`src/rtl/ipa_ctx_loader.sv`:
```
// IPA context loader: fetches a header plus address/data pairs from the two GCM
// banks, writes each pair into CGRA configuration memory, then runs the CGRA.
module ipa_ctx_loader #(
  parameter int GCM_ADDR_WIDTH = 12,
  parameter int CFG_ADDR_WIDTH = 23,
  parameter int MAX_ENTRIES    = 1024
) (
  input  logic                      clk,
  input  logic                      rst_n,
  input  logic                      start_i,
  input  logic                      abort_i,
  input  logic [GCM_ADDR_WIDTH-1:0] base_addr_i,
  output logic                      gcm_req_o,
  output logic [GCM_ADDR_WIDTH-1:0] gcm_addr_o,
  input  logic [31:0]               gcm_rdata_hi_i,
  input  logic [31:0]               gcm_rdata_lo_i,
  input  logic                      gcm_rvalid_i,
  output logic                      cfg_we_o,
  output logic [CFG_ADDR_WIDTH-1:0] cfg_addr_o,
  output logic [63:0]               cfg_data_o,
  output logic                      exec_en_o,
  input  logic                      exec_done_i,
  output logic                      busy_o,
  output logic                      done_o,
  output logic                      err_o
);

  // Counters hold up to 2*MAX_ENTRIES (one request/response per word).
  localparam int CNT_W = $clog2(2 * MAX_ENTRIES + 1);

  typedef enum logic [2:0] {
    S_IDLE,
    S_HDR_REQ,
    S_HDR_WAIT,
    S_FETCH,
    S_EXEC
  } state_e;

  state_e                    state_q, state_d;
  logic [GCM_ADDR_WIDTH-1:0] base_q, base_d;
  logic [CNT_W-1:0]          n2_q, n2_d;
  logic [CNT_W-1:0]          req_cnt_q, req_cnt_d;
  logic [CNT_W-1:0]          rsp_cnt_q, rsp_cnt_d;
  logic [CFG_ADDR_WIDTH-1:0] addr_lat_q, addr_lat_d;
  logic                      cfg_we_q, cfg_we_d;
  logic [CFG_ADDR_WIDTH-1:0] cfg_addr_q, cfg_addr_d;
  logic [63:0]               cfg_data_q, cfg_data_d;
  logic                      done_q, done_d;
  logic                      err_q, err_d;

  logic [63:0] rword;
  logic [15:0] hdr_n;
  logic        hdr_too_big;
  logic        req_left;

  assign rword       = {gcm_rdata_hi_i, gcm_rdata_lo_i};
  assign hdr_n       = gcm_rdata_lo_i[15:0];
  assign hdr_too_big = ({16'd0, hdr_n} > 32'(MAX_ENTRIES));
  assign req_left    = (req_cnt_q != n2_q);

  always_ff @(posedge clk or negedge rst_n) begin
    if (!rst_n) begin
      state_q    <= S_IDLE;
      base_q     <= '0;
      n2_q       <= '0;
      req_cnt_q  <= '0;
      rsp_cnt_q  <= '0;
      addr_lat_q <= '0;
      cfg_we_q   <= 1'b0;
      cfg_addr_q <= '0;
      cfg_data_q <= '0;
      done_q     <= 1'b0;
      err_q      <= 1'b0;
    end else begin
      state_q    <= state_d;
      base_q     <= base_d;
      n2_q       <= n2_d;
      req_cnt_q  <= req_cnt_d;
      rsp_cnt_q  <= rsp_cnt_d;
      addr_lat_q <= addr_lat_d;
      cfg_we_q   <= cfg_we_d;
      cfg_addr_q <= cfg_addr_d;
      cfg_data_q <= cfg_data_d;
      done_q     <= done_d;
      err_q      <= err_d;
    end
  end

  always_comb begin
    state_d    = state_q;
    base_d     = base_q;
    n2_d       = n2_q;
    req_cnt_d  = req_cnt_q;
    rsp_cnt_d  = rsp_cnt_q;
    addr_lat_d = addr_lat_q;
    cfg_we_d   = 1'b0;
    cfg_addr_d = cfg_addr_q;
    cfg_data_d = cfg_data_q;
    done_d     = 1'b0;
    err_d      = err_q;

    if (abort_i && (state_q != S_IDLE)) begin
      state_d = S_IDLE;
    end else begin
      case (state_q)
        S_IDLE: begin
          if (start_i) begin
            base_d    = base_addr_i;
            err_d     = 1'b0;
            req_cnt_d = '0;
            rsp_cnt_d = '0;
            state_d   = S_HDR_REQ;
          end
        end
        S_HDR_REQ: state_d = S_HDR_WAIT;
        S_HDR_WAIT: begin
          if (gcm_rvalid_i) begin
            if (hdr_n == 16'd0) begin
              done_d  = 1'b1;
              state_d = S_IDLE;
            end else if (hdr_too_big) begin
              err_d   = 1'b1;
              state_d = S_IDLE;
            end else begin
              n2_d    = CNT_W'({hdr_n, 1'b0});
              state_d = S_FETCH;
            end
          end
        end
        S_FETCH: begin
          if (req_left) req_cnt_d = req_cnt_q + CNT_W'(1);
          // Even responses carry the address, odd ones the data to write.
          if (gcm_rvalid_i && (rsp_cnt_q != n2_q)) begin
            if (!rsp_cnt_q[0]) begin
              addr_lat_d = rword[CFG_ADDR_WIDTH-1:0];
            end else begin
              cfg_we_d   = 1'b1;
              cfg_addr_d = addr_lat_q;
              cfg_data_d = rword;
            end
            rsp_cnt_d = rsp_cnt_q + CNT_W'(1);
          end
          // Leave only once the strobe for the final pair is on the port.
          if (cfg_we_q && (rsp_cnt_q == n2_q)) state_d = S_EXEC;
        end
        S_EXEC: begin
          if (exec_done_i) begin
            done_d  = 1'b1;
            state_d = S_IDLE;
          end
        end
        default: state_d = S_IDLE;
      endcase
    end
  end

  assign gcm_req_o  = (state_q == S_HDR_REQ) || ((state_q == S_FETCH) && req_left);
  assign gcm_addr_o = (state_q == S_FETCH)
                      ? base_q + GCM_ADDR_WIDTH'(req_cnt_q) + GCM_ADDR_WIDTH'(1)
                      : base_q;
  assign cfg_we_o   = cfg_we_q;
  assign cfg_addr_o = cfg_addr_q;
  assign cfg_data_o = cfg_data_q;
  assign exec_en_o  = (state_q == S_EXEC);
  assign busy_o     = (state_q != S_IDLE);
  assign done_o     = done_q;
  assign err_o      = err_q;

endmodule

```
`config.mk`:
```
export PLATFORM = sky130hd
export DESIGN_NAME = ipa_ctx_loader
export DESIGN_NICKNAME = d
export VERILOG_FILES = /design/src/rtl/ipa_ctx_loader.sv
export SDC_FILE = /design/constraint.sdc
export NUM_CORES = 1
export LEC_CHECK = 0
export CORE_MARGIN = 10
export CORE_UTILIZATION = 50
export DETAILED_ROUTE_END_ITERATION = 16
export GPL_ROUTABILITY_DRIVEN = 0
export PLACE_DENSITY = 0.89
export SLEW_MARGIN = 25
export SYNTH_ARGS = -nofsm -noshare
export SYNTH_HDL_FRONTEND = slang
export SYNTH_SLANG_ARGS = --single-unit
```
`constraint.sdc`:
```
create_clock -name clk -period 2.69 [get_ports clk]
set_clock_uncertainty 0.2 [all_clocks]
set_input_delay 0.269 -clock clk [delete_from_list [all_inputs] [get_ports clk]]
set_output_delay 0.269 -clock clk [all_outputs]
set_load 0.01 [all_outputs]
```
# Word-level counts from Yosys, hierarchy flattened
# Index checks and enable logic that the tools add are counted.
[word_totals] reg_bits=163 in_bits=82 out_inout_bits=105 wordCells=83
[classes] addsub=4 order_cmp=1 n_eq_ne=17 muxes=28 n_bitwise=4 reduce_logical=18
[ops] op="2-to-1 mux 12 bit" n=4
[ops] op="case mux 12 bit (2 select lines)" n=2
[ops] op="adder 12 x 1 -> 12 bit, second input constant" n=3
[ops] op="!= test 12 bit" n=2
[ops] op="AND reduction 4 bit" n=5
[ops] op="greater-than comparator 16 x 11 -> 1 bit, second input constant" n=1
[ops] op="zero test 16 bit" n=1
[ops] op="2-to-1 mux 3 bit" n=5
[ops] op="case mux 3 bit (5 select lines)" n=1
[ops] op="adder 12 bit" n=1
[ops] op="== test 12 bit" n=1
[ops] op="2-to-1 mux 1 bit" n=12
[ops] op="!= test 2 bit, second input constant" n=6
[ops] op="!= test 3 bit, second input constant" n=3
[ops] op="== test 3 x 2 -> 1 bit, second input constant" n=2
[ops] op="AND reduction 6 bit" n=1
[ops] op="AND reduction 5 bit" n=1
[ops] op="logical AND 1 bit" n=4
[ops] op="2-to-1 mux 2 bit" n=2
[ops] op="inverter 1 bit" n=4
[ops] op="case mux 1 bit (2 select lines)" n=2
[ops] op="nonzero test 2 bit" n=2
[ops] op="== test 3 x 1 -> 1 bit, second input constant" n=1
[ops] op="== test 3 bit, second input constant" n=1
[ops] op="other kinds (5)" n=5

# Longest topological paths before layout
[depth] word_depth=6 mapped_depth=9 depth_no_buf=9

# Worst setup path before layout
# No wires, ideal clock.
[synth_path] kind="flip-flop to output port" start="register req_cnt_q[6]" end="output port gcm_addr_o[11]" arrival_time_ns=2.046 setup_slack_ns=0.175 stages_incl_launch_ff=7 n_path_buf=0 cell_sequence="dfrtp_1 -> ha_1 -> a2111o_1 -> o21a_1 -> a311oi_1 -> mux2i_1 -> xnor2_1"
[synth_via] elab_chain_cells=3
[synth_lines] element="from (decl)" line="42" rtl="logic [CNT_W-1:0] req_cnt_q, req_cnt_d;"
[synth_lines] element="from (signal assigned)" line="78" rtl="req_cnt_q <= req_cnt_d;"
[synth_lines] element="adder 12 bit" line="159" rtl="? base_q + GCM_ADDR_WIDTH'(req_cnt_q) + GCM_ADDR_WIDTH'(1)"
[synth_lines] element="adder 12 x 1 -> 12 bit" line="159"
[synth_lines] element="2-to-1 mux 12 bit" line="159"
[synth_lines] element="to (decl)" line="14" rtl="output logic [GCM_ADDR_WIDTH-1:0] gcm_addr_o,"
# No other way between the ends.

# Final worst setup path
[layout_path] start="register base_q[1]" end="output port gcm_addr_o[9]"
[layout_via] elab_chain_cells=3
[layout_lines] element="from (decl)" line="40" rtl="logic [GCM_ADDR_WIDTH-1:0] base_q, base_d;"
[layout_lines] element="from (signal assigned)" line="76" rtl="base_q <= base_d;"
[layout_lines] element="adder 12 bit" line="159"
[layout_lines] element="adder 12 x 1 -> 12 bit" line="159"
[layout_lines] element="2-to-1 mux 12 bit" line="159"
# No other way between the ends.

==> reports/metrics.cfg <==
[outcome]
status = finished, violations left
violations = negative setup slack

[synthesis]
yosysSeqAreaShare_pct = 53.1
yosysWarnings = 0
synthCells = 603
syn_area_per_cell_um2 = 12.7
syn_area_mm2 = 0.00769
synth_area_leaders = dfrtp_1 53%, mux2_2 12%, mux2_4 5.7%, xor2_1 3.2%, mux2_1 2.8%
synthArstFlopShare_pct = 100
synth_fp_nets = 699
ys_seq_elements = 163
synth_edf_count = 0
synth_cell_types = 58
yosysTopAreaCell = dfrtp_1
synth_ff_type = dfrtp_1
synth_top_area_share_pct = 53.1

[clocking]
cts_made_buffers = 17
cts_htree_levels = 4
path_clk_slew_ps = 70
cts_sinks = 163
clk_path_buf_depth = 2
clk_latency_ps = 420
cts_root_buf = clkbuf_16
cts_tree = yes

[floorplan]
dieArea_mm2 = 0.0207
die_w_um = 144
fp-row-count = 45
core_area_mm2 = 0.0151
start_util_pct = 50.7
die_h_um = 144
top_level_ports = 187

[run]
maxCapViolations = 0

[grt]
gr-total-overflow = 0
grt_pass1_vias = 6305
use_met3_pct = 8.79
grt_max_degree = 62
use_met2_pct = 36.2
gr-usage-met1_pct = 23.5
grt_busiest_layer = met2
gr-usage-all-layers_pct = 21.0
grt_first_pass_wirelength_um = 34000
grt_antenna_before_repair = 0

[final_layout]
syn2layout_area_growth_pct = 42.8
final_common_cell = clkdlybuf4s50_1
stdcell_area_mm2 = 0.0110
fin_util_pct = 72.5
stdcell_count = 1066
drive_gt1_share_pct = 31.3
antenna_cells = 0
fin_nets = 961
final_cell_mix = 172 x clkdlybuf4s50_1, 163 x dfrtp_1, 83 x mux2_2, 73 x buf_4, 32 x nand2_1
nFillCells = 981

[timing]
whs_ps = 202
fin_crit_sh_pct = 110
hold_viol_final = 0
fin_crit_ps = 2960
fmax_ghz = 0.338
rsz0062_at_grt = yes
max_slew_margin_pct = 59.0
report.final.slew_viol_count = 0
tns_ps = -1190
setup_violations = 6
worst_slack_ps = -269
worstMarginPinSlew_ps = 614

[worst_setup_path]
cp-end-kind = primary output
cp-start-kind = register
critical_path_class = register to primary output
worstPathArrival_ps = 2490
required_ps = 2220
r2r_slack_ps = 200
worstPathMaxFanout = 2

[placement]
detailed_place.area_mm2 = 0.0102
dp_cells = 1022
place_ws_ps = -416
dp_hpwl_um = 14900
portBuffers = 186

[power_and_ir_drop]
p_leak_nw = 5.34
finalPower_mw = 7.12
powerDensity_mw_per_mm2 = 648
max-vdd-ir-drop_mv = 0.520

[route]
drc_errors = 0
dr.pass1.iters = 4
drt_iter0_drc = 315
wl_per_cell_um = 20.1
antenna_left = 0
routed_via_density = 5.45
routed_wl_um = 21500
vias = 5810

[min_path]
hold_class = input pin to asynchronous set/reset pin

path summary, 6_finish.rpt:
check                            endpoint          startpoint  depth (start not counted)
setup reg to reg            addr_lat_q[0]          state_q[2]                          8
hold / removal                  base_q[7]               rst_n                          2
hold reg to reg             cfg_data_o[6]       cfg_data_o[6]                          1
setup / recovery            gcm_addr_o[9]           base_q[1]                         10
min in group clk           cfg_data_o[63]  gcm_rdata_hi_i[31]                          2
max in group asynchronous   cfg_addr_o[7]               rst_n                          3
registers in the layout, indices dropped and copies added, names as in the netlist:
| name | cells |
|---|---|
| req_cnt_q | 12 |
| base_q | 12 |
| cfg_data_o | 64 |
| n2_q | 11 |
| state_q | 3 |
| cfg_we_o | 1 |
| cfg_addr_o | 23 |
| err_o | 1 |
| done_o | 1 |
| addr_lat_q | 23 |
| rsp_cnt_q | 12 |
metal layers:
layer  vias to the layer above  wire length [um]
met5                         -                 0
met4                         0               347
met3                        32              1890
met2                       210             11100
met1                      2881              8130
li1                       2687                 -
power by group:
part / switching (mW) / leakage, nW / total (mW) / internal (mW)
Combinational: 0.947 / 2.81 / 1.96 / 1.02
Sequential: 0.144 / 2.25 / 2.78 / 2.63
Clock: 1.07 / 0.279 / 2.38 / 1.31
worst max-delay path, stage by stage (launching register included):
cell	delay, ps
dfrtp_1	380
ha_1	290
nor2b_4	130
o31a_1	250
o21a_1	210
buf_4	140
buf_6	120
a31oi_4	170
xor2_1	160
o21ai_1	70
buf_2	140
cells by family after synthesis:
kind of cell | after synthesis | share of synthesized area [%]
flip-flops | 163 | 53.1
adder cells (fa/ha/maj) | 14 | 2.38
AND/OR/NAND/NOR | 134 | 9.72
AO/OA/AOI/OAI | 90 | 7.24
buffers and inverters | 37 | 3.08
multiplexers | 133 | 20.9
XOR/XNOR | 32 | 3.65
what timing repair did:
| item | CTS | global route |
|---|---|---|
| hold endpoints to repair | 59 | 0 |
| gates resized for setup | 67 | 17 |
| hold buffers | 1 | 0 |
| buffers inserted | 5 | 8 |
| pin swaps | 17 | 14 |
| endpoints found under the setup margin | 13 | 10 |
Yosys cell counts (3+ instances only):
library cell	n
nor4_1	6
o21bai_1	3
o31ai_1	5
buf_6	5
buf_4	8
buf_2	6
inv_1	10
xor2_1	28
nor3_1	9
mux2_4	29
or3_1	11
mux2_2	83
xnor2_1	4
o41ai_1	3
o21a_1	4
nor2b_1	3
a31oi_1	4
a21o_1	3
a21oi_1	22
nand2b_1	4
and3_1	10
mux2_1	19
o21ai_0	33
nor2_1	22
nand2_1	32
nand3_1	19
ha_1	13
clkbuf_1	5
dfrtp_1	163
final cells by class:
class,instances,area (um^2),area share [%]
Multi-Input combinational cell,403,3520,32.0
Clock buffer,19,433,3.94
Clock inverter,13,138,1.25
Sequential cell,163,4080,37.2
Tap cell,188,235,2.14
Inverter,11,43.8,0.399
Timing Repair Buffer,269,2530,23.1
Power figures use the tool's default switching activity.
